==> src/rtl/sdram_port_arbiter_pkg.sv <==
// Shared definitions for the four-port SDRAM burst arbiter: port numbering,
// FSM encoding and small helpers used by the top level.
package sdram_arb_pkg;

  typedef logic [1:0] port_idx_t;

  localparam int NPORTS = 4;

  // Search order after reset follows the numbering: rd0, rd1, wr0, wr1.
  localparam port_idx_t PORT_RD0 = 2'd0;
  localparam port_idx_t PORT_RD1 = 2'd1;
  localparam port_idx_t PORT_WR0 = 2'd2;
  localparam port_idx_t PORT_WR1 = 2'd3;

  typedef enum logic [1:0] {
    IDLE = 2'd0,
    BUSY = 2'd1,
    GAP  = 2'd2
  } arb_state_t;

  function automatic logic port_is_rd(input port_idx_t p);
    return (p == PORT_RD0) || (p == PORT_RD1);
  endfunction

  // Mask bit within the read or write pair that the port owns.
  function automatic logic [1:0] port_mask(input port_idx_t p);
    return p[0] ? 2'b10 : 2'b01;
  endfunction

endpackage

==> src/rtl/sdram_port_arbiter_if.sv <==
// Command channel between the port arbiter and the single-burst SDRAM engine,
// plus the FIFO request masks that follow the granted port.
interface sdram_port_arbiter_if #(
  parameter int ASIZE = 23,
  parameter int LSIZE = 9
);
  logic             CMD_VALID;
  logic             CMD_RD;
  logic [ASIZE-1:0] CMD_ADDR;
  logic [LSIZE-1:0] CMD_LEN;
  logic             CMD_DONE;
  logic [1:0]       WR_MASK;
  logic [1:0]       RD_MASK;

  modport master (
    output CMD_VALID, CMD_RD, CMD_ADDR, CMD_LEN, WR_MASK, RD_MASK,
    input  CMD_DONE
  );

  modport slave (
    input  CMD_VALID, CMD_RD, CMD_ADDR, CMD_LEN, WR_MASK, RD_MASK,
    output CMD_DONE
  );
endinterface

==> src/rtl/sdram_port_addr_gen.sv <==
// Rolling SDRAM address for one port: reload from start, advance by the
// burst length on completion, wrap to start once the next burst would reach max.
module sdram_port_addr_gen #(
  parameter int ASIZE = 23,
  parameter int LSIZE = 9
) (
  input  logic             CLK,
  input  logic             RESET_N,
  input  logic [ASIZE-1:0] start_addr,
  input  logic [ASIZE-1:0] max_addr,
  input  logic [LSIZE-1:0] len,
  input  logic             load,
  input  logic             done,
  output logic [ASIZE-1:0] addr
);

  // One extra bit so addr + len cannot overflow before the compare.
  logic [ASIZE:0] addr_sum;

  assign addr_sum = {1'b0, addr} + (ASIZE+1)'(len);

  // Address register; a reload takes priority over a completing burst.
  always_ff @(posedge CLK or negedge RESET_N) begin
    if (!RESET_N) begin
      addr <= '0;
    end else if (load) begin
      addr <= start_addr;
    end else if (done) begin
      if (addr_sum < {1'b0, max_addr}) addr <= addr_sum[ASIZE-1:0];
      else                             addr <= start_addr;
    end
  end

endmodule

==> src/rtl/sdram_port_arbiter.sv <==
// Four-port round-robin scheduler in front of the single-burst SDRAM engine.
// Ports 0/1 are read FIFOs (display), ports 2/3 are write FIFOs (ingest).
//
// state | meaning
// IDLE  | search for an eligible port, grant and latch the command
// BUSY  | command held stable until the engine pulses CMD_DONE
// GAP   | one dead cycle so the engine sees a fresh CMD_VALID edge
module sdram_port_arbiter
  import sdram_arb_pkg::*;
#(
  parameter int ASIZE = 23,
  parameter int LSIZE = 9,
  parameter int USEDW = 16
) (
  input  logic                 CLK,
  input  logic                 RESET_N,
  input  logic [2*USEDW-1:0]   WR_USEDW,
  input  logic [2*USEDW-1:0]   RD_USEDW,
  input  logic [2*ASIZE-1:0]   WR_START,
  input  logic [2*ASIZE-1:0]   WR_MAX,
  input  logic [2*ASIZE-1:0]   RD_START,
  input  logic [2*ASIZE-1:0]   RD_MAX,
  input  logic [2*LSIZE-1:0]   WR_LEN,
  input  logic [2*LSIZE-1:0]   RD_LEN,
  input  logic [1:0]           WR_LOAD,
  input  logic [1:0]           RD_LOAD,
  sdram_port_arbiter_if.master cmd
);

  logic [ASIZE-1:0]  port_start [NPORTS];
  logic [ASIZE-1:0]  port_max   [NPORTS];
  logic [LSIZE-1:0]  port_len   [NPORTS];
  logic [ASIZE-1:0]  port_addr  [NPORTS];
  logic [NPORTS-1:0] port_load;
  logic [NPORTS-1:0] port_elig;
  logic [NPORTS-1:0] port_done;

  arb_state_t state, state_nxt;
  port_idx_t  rr_ptr;
  port_idx_t  grant_idx;
  port_idx_t  sel_idx;
  port_idx_t  cand_idx;
  logic       sel_found;
  logic       grant_en;
  logic       done_en;

  for (genvar i = 0; i < 2; i++) begin : g_map
    assign port_start[PORT_RD0+i] = RD_START[i*ASIZE +: ASIZE];
    assign port_start[PORT_WR0+i] = WR_START[i*ASIZE +: ASIZE];
    assign port_max[PORT_RD0+i]   = RD_MAX[i*ASIZE +: ASIZE];
    assign port_max[PORT_WR0+i]   = WR_MAX[i*ASIZE +: ASIZE];
    assign port_len[PORT_RD0+i]   = RD_LEN[i*LSIZE +: LSIZE];
    assign port_len[PORT_WR0+i]   = WR_LEN[i*LSIZE +: LSIZE];
    assign port_load[PORT_RD0+i]  = RD_LOAD[i];
    assign port_load[PORT_WR0+i]  = WR_LOAD[i];

    // A read FIFO needs room for a whole burst; a write FIFO needs a whole burst queued.
    assign port_elig[PORT_RD0+i] =
      (RD_USEDW[i*USEDW +: USEDW] < USEDW'(RD_LEN[i*LSIZE +: LSIZE])) &&
      (RD_LEN[i*LSIZE +: LSIZE] != '0) && !RD_LOAD[i];
    assign port_elig[PORT_WR0+i] =
      (WR_USEDW[i*USEDW +: USEDW] >= USEDW'(WR_LEN[i*LSIZE +: LSIZE])) &&
      (WR_LEN[i*LSIZE +: LSIZE] != '0) && !WR_LOAD[i];
  end

  // The advance uses the latched burst length, i.e. what the engine actually moved.
  for (genvar p = 0; p < NPORTS; p++) begin : g_addr
    assign port_done[p] = done_en && (grant_idx == port_idx_t'(p));

    sdram_port_addr_gen #(
      .ASIZE (ASIZE),
      .LSIZE (LSIZE)
    ) u_addr_gen (
      .CLK        (CLK),
      .RESET_N    (RESET_N),
      .start_addr (port_start[p]),
      .max_addr   (port_max[p]),
      .len        (cmd.CMD_LEN),
      .load       (port_load[p]),
      .done       (port_done[p]),
      .addr       (port_addr[p])
    );
  end

  // Round-robin search: first eligible port at or after rr_ptr.
  always_comb begin
    sel_found = 1'b0;
    sel_idx   = rr_ptr;
    cand_idx  = rr_ptr;
    for (int k = 0; k < NPORTS; k++) begin
      cand_idx = rr_ptr + port_idx_t'(k);
      if (!sel_found && port_elig[cand_idx]) begin
        sel_found = 1'b1;
        sel_idx   = cand_idx;
      end
    end
  end

  // FSM state register.
  always_ff @(posedge CLK or negedge RESET_N) begin
    if (!RESET_N) state <= IDLE;
    else          state <= state_nxt;
  end

  // FSM next-state logic; CMD_DONE outside BUSY is ignored.
  always_comb begin
    state_nxt = state;
    case (state)
      IDLE:    if (sel_found) state_nxt = BUSY;
      BUSY:    if (cmd.CMD_DONE) state_nxt = GAP;
      GAP:     state_nxt = IDLE;
      default: state_nxt = IDLE;
    endcase
  end

  // FSM output decode into load/clear strobes for the command registers.
  always_comb begin
    grant_en = (state == IDLE) && sel_found;
    done_en  = (state == BUSY) && cmd.CMD_DONE;
  end

  // Registered command, masks and round-robin pointer.
  always_ff @(posedge CLK or negedge RESET_N) begin
    if (!RESET_N) begin
      cmd.CMD_VALID <= 1'b0;
      cmd.CMD_RD    <= 1'b0;
      cmd.CMD_ADDR  <= '0;
      cmd.CMD_LEN   <= '0;
      cmd.RD_MASK   <= 2'b00;
      cmd.WR_MASK   <= 2'b00;
      grant_idx     <= PORT_RD0;
      rr_ptr        <= PORT_RD0;
    end else if (grant_en) begin
      cmd.CMD_VALID <= 1'b1;
      cmd.CMD_RD    <= port_is_rd(sel_idx);
      cmd.CMD_ADDR  <= port_addr[sel_idx];
      cmd.CMD_LEN   <= port_len[sel_idx];
      cmd.RD_MASK   <= port_is_rd(sel_idx) ? port_mask(sel_idx) : 2'b00;
      cmd.WR_MASK   <= port_is_rd(sel_idx) ? 2'b00 : port_mask(sel_idx);
      grant_idx     <= sel_idx;
      rr_ptr        <= sel_idx + 2'd1;
    end else if (done_en) begin
      cmd.CMD_VALID <= 1'b0;
      cmd.RD_MASK   <= 2'b00;
      cmd.WR_MASK   <= 2'b00;
    end
  end

endmodule

==> src/flat_wrapper.sv <==
// flat-port wrapper written by rule: the top's interface ports become plain ports
module sdram_port_arbiter_flat import sdram_arb_pkg::*;
#(
  parameter int ASIZE = 23,
  parameter int LSIZE = 9,
  parameter int USEDW = 16
)
  (CLK, RESET_N, WR_USEDW, RD_USEDW, WR_START, WR_MAX, RD_START, RD_MAX, WR_LEN, RD_LEN, WR_LOAD, RD_LOAD, cmd_CMD_VALID, cmd_CMD_RD, cmd_CMD_ADDR, cmd_CMD_LEN, cmd_WR_MASK, cmd_RD_MASK, cmd_CMD_DONE);
  sdram_port_arbiter_if #(.ASIZE(ASIZE), .LSIZE(LSIZE)) cmd_i ();
  input  logic CLK;
  input  logic RESET_N;
  input  logic [2*USEDW-1:0] WR_USEDW;
  input  logic [2*USEDW-1:0] RD_USEDW;
  input  logic [2*ASIZE-1:0] WR_START;
  input  logic [2*ASIZE-1:0] WR_MAX;
  input  logic [2*ASIZE-1:0] RD_START;
  input  logic [2*ASIZE-1:0] RD_MAX;
  input  logic [2*LSIZE-1:0] WR_LEN;
  input  logic [2*LSIZE-1:0] RD_LEN;
  input  logic [1:0] WR_LOAD;
  input  logic [1:0] RD_LOAD;
  output wire logic [$bits(cmd_i.CMD_VALID)-1:0] cmd_CMD_VALID;
  output wire logic [$bits(cmd_i.CMD_RD)-1:0] cmd_CMD_RD;
  output wire logic [$bits(cmd_i.CMD_ADDR)-1:0] cmd_CMD_ADDR;
  output wire logic [$bits(cmd_i.CMD_LEN)-1:0] cmd_CMD_LEN;
  output wire logic [$bits(cmd_i.WR_MASK)-1:0] cmd_WR_MASK;
  output wire logic [$bits(cmd_i.RD_MASK)-1:0] cmd_RD_MASK;
  input wire logic [$bits(cmd_i.CMD_DONE)-1:0] cmd_CMD_DONE;
  assign cmd_CMD_VALID = cmd_i.CMD_VALID;
  assign cmd_CMD_RD = cmd_i.CMD_RD;
  assign cmd_CMD_ADDR = cmd_i.CMD_ADDR;
  assign cmd_CMD_LEN = cmd_i.CMD_LEN;
  assign cmd_WR_MASK = cmd_i.WR_MASK;
  assign cmd_RD_MASK = cmd_i.RD_MASK;
  assign cmd_i.CMD_DONE = cmd_CMD_DONE;
  sdram_port_arbiter #(.ASIZE(ASIZE), .LSIZE(LSIZE), .USEDW(USEDW)) u_core (.CLK(CLK), .RESET_N(RESET_N), .WR_USEDW(WR_USEDW), .RD_USEDW(RD_USEDW), .WR_START(WR_START), .WR_MAX(WR_MAX), .RD_START(RD_START), .RD_MAX(RD_MAX), .WR_LEN(WR_LEN), .RD_LEN(RD_LEN), .WR_LOAD(WR_LOAD), .RD_LOAD(RD_LOAD), .cmd(cmd_i));
endmodule
==> config.mk <==
export PLATFORM = sky130hd
export DESIGN_NAME = sdram_port_arbiter_flat
export DESIGN_NICKNAME = d
export VERILOG_FILES = /design/src/rtl/sdram_port_arbiter_pkg.sv /design/src/rtl/sdram_port_arbiter_if.sv /design/src/rtl/sdram_port_addr_gen.sv /design/src/rtl/sdram_port_arbiter.sv /design/src/flat_wrapper.sv
export SDC_FILE = /design/constraint.sdc
export NUM_CORES = 1
export LEC_CHECK = 0
export BUFFER_PORTS_ARGS = -buffer_cell sky130_fd_sc_hd__buf_2
export CAP_MARGIN = 40
export CORE_ASPECT_RATIO = 0.9
export CORE_MARGIN = 2
export CORE_UTILIZATION = 60
export DETAILED_ROUTE_END_ITERATION = 12
export MAX_ROUTING_LAYER = met4
export PLACE_DENSITY_LB_ADDON = 0.25
export SYNTH_ARGS = -nofsm -noshare
export SYNTH_HDL_FRONTEND = slang
export SYNTH_SLANG_ARGS = --single-unit
==> constraint.sdc <==
create_clock -name CLK -period 10.3 [get_ports CLK]
set_clock_uncertainty 0.05 [all_clocks]
set_input_delay 2.06 -clock CLK [delete_from_list [all_inputs] [get_ports CLK]]
set_output_delay 2.06 -clock CLK [all_outputs]
set_load 0.01 [all_outputs]
Word level (Yosys, flattened, before mapping)
Cells that the tools add are included.
{"block": "op_classes", "bitwise_logic": 1, "n_reduce_logical": 38, "n_mux": 44, "eq_ne": 7, "magnitude_cmp": 13, "n_addsub": 8}
{"cell": "two-way mux 23 bit", "n": 14}
{"cell": "adder 23 x 9 -> 24 bit", "n": 4}
{"cell": "< comparator 24 x 23 -> 1 bit", "n": 4}
{"cell": "binary-select mux 23 bit (select 2 bit)", "n": 1}
{"cell": "nonzero test 9 bit", "n": 4}
{"cell": "greater-or-equal comparator 16 x 9 -> 1 bit", "n": 2}
{"cell": "< comparator 16 x 9 -> 1 bit", "n": 2}
{"cell": "two-way mux 2 bit", "n": 11}
{"cell": "binary-select mux 9 bit (select 2 bit)", "n": 1}
{"cell": "two-way mux 9 bit", "n": 2}
{"cell": "logical AND 1 bit", "n": 17}
{"cell": "< comparator 2 x 3 -> 1 bit, second input constant", "n": 4}
{"cell": "two-way mux 1 bit", "n": 10}
{"cell": "nonzero test 2 bit", "n": 5}
{"cell": "binary-select mux 1 bit (select 2 bit)", "n": 4}
{"cell": "logical NOT 1 bit", "n": 7}
{"cell": "== test 2 x 1 -> 1 bit, second input constant", "n": 3}
{"cell": "logical NOT 2 bit", "n": 3}
{"cell": "adder 2 x 1 -> 2 bit, second input constant", "n": 2}
{"cell": "adder 2 bit, second input constant", "n": 2}
{"cell": "== test 2 bit, second input constant", "n": 2}
{"cell": "one-hot mux 2 bit (2 select lines)", "n": 1}
{"cell": "greater-or-equal comparator 3 bit, second input constant", "n": 1}
{"cell": "inverter 2 -> 3 bit", "n": 1}
{"cell": "other kinds (4)", "n": 4}
{"block": "word_totals", "in_bits": 291, "elab_cells": 124, "reg_bits": 136, "out_inout_bits": 38}

Logic depth before layout (Yosys ltp)
{"block": "logic_depth", "ltp_word": 19, "depth_mapped": 22, "depth_no_buf": 20}

By module
Synthesis repeated with hierarchy kept, for this count alone.
{"block": "unflattened", "cells_unflattened": 1666, "area_unflattened_um2": 13930.9}
{"module": "sdram_port_addr_gen (u_core.g_addr[0].u_addr_gen ...)", "area_per_inst_um2": 2448.6, "seq_area_each_um2": 575.6, "cells_each": 295, "instances": 2}
{"module": "sdram_port_arbiter", "area_per_inst_um2": 3925.0, "seq_area_each_um2": 1101.1, "cells_each": 444, "instances": 1}
{"module": "sdram_port_addr_gen (u_core.g_addr[1].u_addr_gen)", "area_per_inst_um2": 2650.0, "seq_area_each_um2": 575.6, "cells_each": 336, "instances": 1}
{"module": "sdram_port_addr_gen (u_core.g_addr[2].u_addr_gen)", "area_per_inst_um2": 2458.6, "seq_area_each_um2": 575.6, "cells_each": 296, "instances": 1}

Worst setup path before layout
No wires, ideal clock.
{"block": "synth_timing", "kind": "in2reg", "start": "input port RD_LEN[2]", "end": "register u_core.rr_ptr[1]", "cell_stages": 14, "arrival_time_ns": 4.551, "path_slack_ns": 5.574, "cell_sequence": "inv_1 ha_1 a21o_1 a31oi_1 o21ai_1 a2111oi_4 and2b_1 a21oi_1 o221ai_2 buf_6 buf_6 inv_2 ha_1 mux2_2"}
{"block": "synth_via", "elab_chain_cells": 16, "elab_cells_between_ends": 27}
{"element": "start: declaration", "line_no": "flat_wrapper.sv:19", "text": "input logic [2*LSIZE-1:0] RD_LEN;"}
{"element": "< comparator 16 x 9 -> 1 bit / nonzero test 9 bit (equally long branches)", "line_no": "sdram_port_arbiter.sv:59, sdram_port_arbiter.sv:60"}
{"element": "logical AND 1 bit (*)", "line_no": "sdram_port_arbiter.sv:59", "text": "(RD_USEDW[i*USEDW +: USEDW] < USEDW'(RD_LEN[i*LSIZE +: LSIZE])) &&"}
{"element": "logical AND 1 bit (*)", "line_no": "sdram_port_arbiter.sv:60", "text": "(RD_LEN[i*LSIZE +: LSIZE] != '0) && !RD_LOAD[i];"}
{"element": "binary-select mux 1 bit (select 2 bit)", "line_no": "sdram_port_arbiter.sv:92", "text": "if (!sel_found && port_elig[cand_idx]) begin"}
{"element": "two-way mux 1 bit (implied by the code)", "line_no": "sdram_port_arbiter.sv:92"}
{"element": "two-way mux 1 bit", "line_no": "sdram_port_arbiter.sv:92"}
{"element": "logical NOT 1 bit", "line_no": "sdram_port_arbiter.sv:92"}
{"element": "logical AND 1 bit", "line_no": "sdram_port_arbiter.sv:92"}
{"element": "two-way mux 1 bit", "line_no": "sdram_port_arbiter.sv:92"}
{"element": "logical NOT 1 bit", "line_no": "sdram_port_arbiter.sv:92"}
{"element": "logical AND 1 bit", "line_no": "sdram_port_arbiter.sv:92"}
{"element": "two-way mux 1 bit", "line_no": "sdram_port_arbiter.sv:92"}
{"element": "logical NOT 1 bit", "line_no": "sdram_port_arbiter.sv:92"}
{"element": "logical AND 1 bit", "line_no": "sdram_port_arbiter.sv:92"}
{"element": "two-way mux 2 bit (*)", "line_no": "sdram_port_arbiter.sv:92"}
{"element": "named net u_core.sel_idx[0]", "line_no": "sdram_port_arbiter.sv:41", "text": "port_idx_t sel_idx;"}
{"element": "adder 2 x 1 -> 2 bit (*)", "line_no": "sdram_port_arbiter.sv:141", "text": "rr_ptr <= sel_idx + 2'd1;"}
{"element": "end signal: assignment", "line_no": "sdram_port_arbiter.sv:141"}
{"element": "end: declaration", "line_no": "sdram_port_arbiter.sv:39", "text": "port_idx_t rr_ptr;"}
Mark *: on every way through the listed nets, which the timed path passes. The rest lies on a longest branch. The select of a mux whose other input is x is not followed.
A chain may end at the register's enable or synchronous reset.

Worst setup path after layout
{"block": "layout_timing", "start": "register u_core.cmd.CMD_LEN[1]", "end": "register u_core.g_addr[1].u_addr_gen.addr[15]"}
{"block": "layout_via", "elab_chain_cells": 5}
{"element": "start: declaration", "line_no": "sdram_port_arbiter_if.sv:16", "text": "output CMD_VALID, CMD_RD, CMD_ADDR, CMD_LEN, WR_MASK, RD_MASK,"}
{"element": "start signal: assignment", "line_no": "sdram_port_arbiter.sv:137", "text": "cmd.CMD_LEN <= port_len[sel_idx];"}
{"element": "adder 23 x 9 -> 24 bit (*)", "line_no": "sdram_port_addr_gen.sv:20", "text": "assign addr_sum = {1'b0, addr} + (ASIZE+1)'(len);"}
{"element": "< comparator 24 x 23 -> 1 bit", "line_no": "sdram_port_addr_gen.sv:29", "text": "if (addr_sum < {1'b0, max_addr}) addr <= addr_sum[ASIZE-1:0];"}
{"element": "two-way mux 23 bit (*)", "line_no": "sdram_port_addr_gen.sv:29"}
{"element": "two-way mux 23 bit (*)", "line_no": "sdram_port_addr_gen.sv:28", "text": "end else if (done) begin"}
{"element": "two-way mux 23 bit (*)", "line_no": "sdram_port_addr_gen.sv:26", "text": "end else if (load) begin"}
{"element": "end signal: assignment", "line_no": "sdram_port_addr_gen.sv:27", "text": "addr <= start_addr;"}
{"element": "end signal: assignment", "line_no": "sdram_port_addr_gen.sv:29"}
{"element": "end signal: assignment", "line_no": "sdram_port_addr_gen.sv:30", "text": "else addr <= start_addr;"}
{"element": "end: declaration", "line_no": "sdram_port_addr_gen.sv:14", "text": "output logic [ASIZE-1:0] addr"}
Mark *: on every way between the ends. The rest lies on a longest branch, timed or not. The select of a mux whose other input is x is not followed.

==> flow_metrics.py <==
metrics = {
    "outcome": {
        "status": "finished, final reports clean",
    },
    "cts": {
        "ctsResizeCount": 0,
        "htree_levels": 4,
        "worst_setup_hold_path_clk_slew_ns": 0.06,
        "clock_sinks": 136,
        "clockRootBuffer": "clkbuf_16",
        "cts_max_path_buffers": 2,
        "cts_buffers": 17,
        "insertion_delay_ns": 0.43,
        "postCtsSetupBuffers": 0,
        "holdBufCountCts": 0,
        "cts_tree": "done",
    },
    "critical_path": {
        "end_kind": "register",
        "reg2reg_from": "u_core.cmd.CMD_LEN[1]",
        "cpLargestDelayFamily": "compound AO/OA/AOI/OAI gates",
        "crit_required_ns": 10.57,
        "worstPathArrival_ns": 6.13,
        "rr_worst_depth": 20,
        "crit_type": "reg2reg",
        "regToRegEndpoint": "u_core.g_addr[1].u_addr_gen.addr[15]",
        "rrSetupSlack_ns": 4.44,
        "cp_num_buf_inv": 1,
        "crit_chain": "ha_1 > a21o_1 > a21oi_1 > o21bai_1 > a21boi_1 > o311a_1 > nor2_1 > nand3_1 > xnor2_1 > ha_1 > a21o_1 > a21o_1 > a211o_1 > a41o_1 > o2111ai_1 > a21oi_1 > nor3_4 > buf_4 > mux2_2 > o22a_1",
        "cp_max_fo": 21,
        "cp_common_cell": "a21o_1",
        "crit_slowest_cell": "nor3_4",
        "cp.depth": 20,
        "crit_path_max_incr_delay_ns": 0.57,
        "startpoint_type": "register",
    },
    "routing": {
        "first_pass_iters": 8,
        "drt-initial-drc-count": 1045,
        "wl_per_cell_um": 19.0,
        "ant_nets": 0,
        "num_vias": 12600,
        "wl_mm": 40.6,
        "drc_errors": 0,
        "via_per_inst": 5.92,
    },
    "global_route": {
        "grt_pass1_vias": 12400,
        "grt_pass1_wl_mm": 63.8,
        "grt_usage_pct": 35.5,
        "grt_max_degree": 69,
        "antenna_found_initial": 1,
        "gr-total-overflow": 0,
    },
    "floorplanning": {
        "die_area_sq_mm": 0.0233,
        "fp.dieH_um": 145,
        "start_util_pct": 61.2,
        "rows": 51,
        "die_x_um": 161,
        "ios": 329,
        "core_sq_mm": 0.0216,
    },
    "placed_design": {
        "pre_cts_slack_ns": 4.25,
        "dp_hpwl_mm": 32.3,
        "io_buffers": 328,
        "place_congestion": 0.959,
        "placed_cell_area_sq_mm": 0.0151,
    },
    "pwr": {
        "leakage_nw": 8.06,
        "p_per_area_mw_per_mm2": 327,
        "peakVddDrop_mv": 0.182,
    },
    "synthesis": {
        "synth_nets": 1996,
        "synth-xor-area-share_pct": 5.23,
        "synth_compound_area_share_pct": 19.0,
        "ys_warn_count": 0,
        "synth_edf_count": 0,
        "synthMuxAreaShare_pct": 10.9,
        "synth-adder-area-share_pct": 16.1,
        "syn_area_sq_mm": 0.0132,
        "ys.flop_type": "dfrtp_1",
        "synth_top_family_by_area": "compound AO/OA/AOI/OAI gates",
        "syn_inst": 1537,
        "synth-simple-area-share_pct": 15.5,
        "synth_async_sr_flop_share_pct": 100,
        "ys_types": 79,
        "synth.yosys.seq_area_share_pct": 25.7,
        "syn-mean-instance-area_sq_um": 8.61,
        "synth_seq_cells": 136,
    },
    "layout": {
        "final_area_sq_mm": 0.0157,
        "multi_input_area_sq_mm": 0.00889,
        "nFillCells": 1702,
        "area_delta_synth_final_pct": 18.6,
        "final-seq-area_sq_mm": 0.00340,
        "drive_gt1_share_pct": 23.8,
        "diodes": 0,
        "nets": 2290,
    },
    "timing": {
        "max_slew_margin_pct": 42.8,
        "final-setup-viol-count": 0,
        "finalHoldViolCount": 0,
        "fmax_mhz": 171,
        "tns_ns": 0,
        "maxSlewViolCount": 0,
        "period_minus_slack_ns": 5.86,
        "fin_ws_ns": 4.44,
        "worst_pin_slew_ns": 0.858,
        "rsz0062_at_grt": "no",
        "whs_ns": 0.423,
        "period_share_pct": 56.9,
    },
    "min_path": {
        "holdPathStages": 1,
        "min-delay-start": "u_core.cmd.CMD_VALID",
        "hold_class": "reg2reg",
        "whs_endpoint": "u_core.cmd.CMD_VALID",
    },
    "job": {
        "cap_violations": 0,
    },
}
layer usage:
layer,up-vias,share of wire (%),GRT usage (%),routed length (um)
met5,-,0,-,0
met4,0,4.6,15.3,1860
met3,97,7.1,4.55,2870
met2,541,45,55.8,18300
met1,5928,43,46.1,17500
li1,6069,-,-,-
cell usage after synthesis (all sizes together), types with 17 or more instances:
cell	number	share of area, %
a221oi	32	3.6
clkbuf	33	0.94
nor3	34	1.3
a21oi	62	2.4
nand3	38	1.4
nor2	102	2.9
dfrtp	136	26
nand2	140	4.0
a21o	31	1.8
buf	33	1.9
xnor2	60	4.0
nand4	27	1.3
xor2	19	1.3
o21ai	120	4.6
ha	164	16
mux2	18	1.5
and3	18	0.85
mux2i	124	9.4
nor4	17	0.80
inv	167	4.7
power by group:
group | internal [mW] | leakage (nW) | switching [mW]
Sequential | 0.782 | 1.60 | 0.398
Clock | 0.413 | 0.301 | 0.234
Combinational | 1.44 | 6.16 | 1.86
Total | 2.64 | 8.06 | 2.49
worst reg2reg max path, cell delays in order (launching register included):
cell	delay [ns]
dfrtp_1	0.49
ha_1	0.34
a21o_1	0.10
a21oi_1	0.09
o21bai_1	0.19
a21boi_1	0.12
o311a_1	0.52
nor2_1	0.52
nand3_1	0.22
xnor2_1	0.17
ha_1	0.30
a21o_1	0.18
a21o_1	0.17
a211o_1	0.31
a41o_1	0.21
o2111ai_1	0.09
a21oi_1	0.12
nor3_4	0.57
buf_4	0.41
mux2_2	0.39
o22a_1	0.20
flip-flops by register name, indices dropped and copies added (netlist names):
| name | count |
|---|---|
| u_core.g_addr.u_addr_gen.addr | 92 |
| u_core.cmd.CMD_ADDR | 23 |
| u_core.cmd.CMD_LEN | 9 |
| u_core.cmd.RD_MASK | 2 |
| u_core.cmd.WR_MASK | 2 |
| u_core.grant_idx | 2 |
| u_core.rr_ptr | 2 |
| u_core.state | 2 |
| u_core.cmd.CMD_RD | 1 |
| u_core.cmd.CMD_VALID | 1 |
stage by stage:
step,cells,util (%),power (mW)
after global routing,2135,72.6,5.52
after floorplan,1537,-,3.49
after CTS,2135,72.6,5.06
final,2135,72.6,5.13
after global placement,2100,69.4,4.23
after detailed placement,2103,69.7,4.38
how the worst max path moves through the flow:
stage                                      from                              endpoint  slack (ns)
after floorplan                       RD_LEN[2]                      u_core.rr_ptr[1]        5.57
after global placement                RD_LEN[2]                      u_core.rr_ptr[1]        4.31
after detailed placement              RD_LEN[2]                      u_core.rr_ptr[1]        4.25
after CTS                 u_core.cmd.CMD_LEN[1]  u_core.g_addr[1].u_addr_gen.addr[15]        4.50
after global routing      u_core.cmd.CMD_LEN[1]  u_core.g_addr[1].u_addr_gen.addr[15]        4.18
final                     u_core.cmd.CMD_LEN[1]  u_core.g_addr[1].u_addr_gen.addr[15]        4.44
final cells by class:
class	count	area share, %
Timing Repair Buffer	341	11.4
Sequential cell	136	21.7
Clock inverter	6	0.709
Multi-Input combinational cell	1168	56.6
Inverter	167	3.99
Tap cell	291	2.32
Clock buffer	26	3.24
cell usage in the layout (no fill, tap or decap), types with 18 or more instances in the layout:
cell,n
o21ai_1,33
xnor2_1,60
ha_1,164
nor3_1,32
inv_1,165
nor2_1,100
buf_2,327
a21oi_1,59
nand4_1,27
xor2_1,19
and3_1,18
o21ai_0,86
dfrtp_1,136
mux2i_1,124
nand3_1,38
nand2_1,140
a21o_1,31
a221oi_2,32
cell families (layout without fill, tap and decap cells):
group / after synthesis / in the layout
buffers and inverters: 233 / 540
AO/OA/AOI/OAI: 346 / 346
XOR/XNOR: 79 / 79
flip-flops: 136 / 136
adder cells (fa/ha/maj): 168 / 168
AND/OR/NAND/NOR: 433 / 433
multiplexers: 142 / 142
No activity file was read; power rests on OpenSTA's default activity.
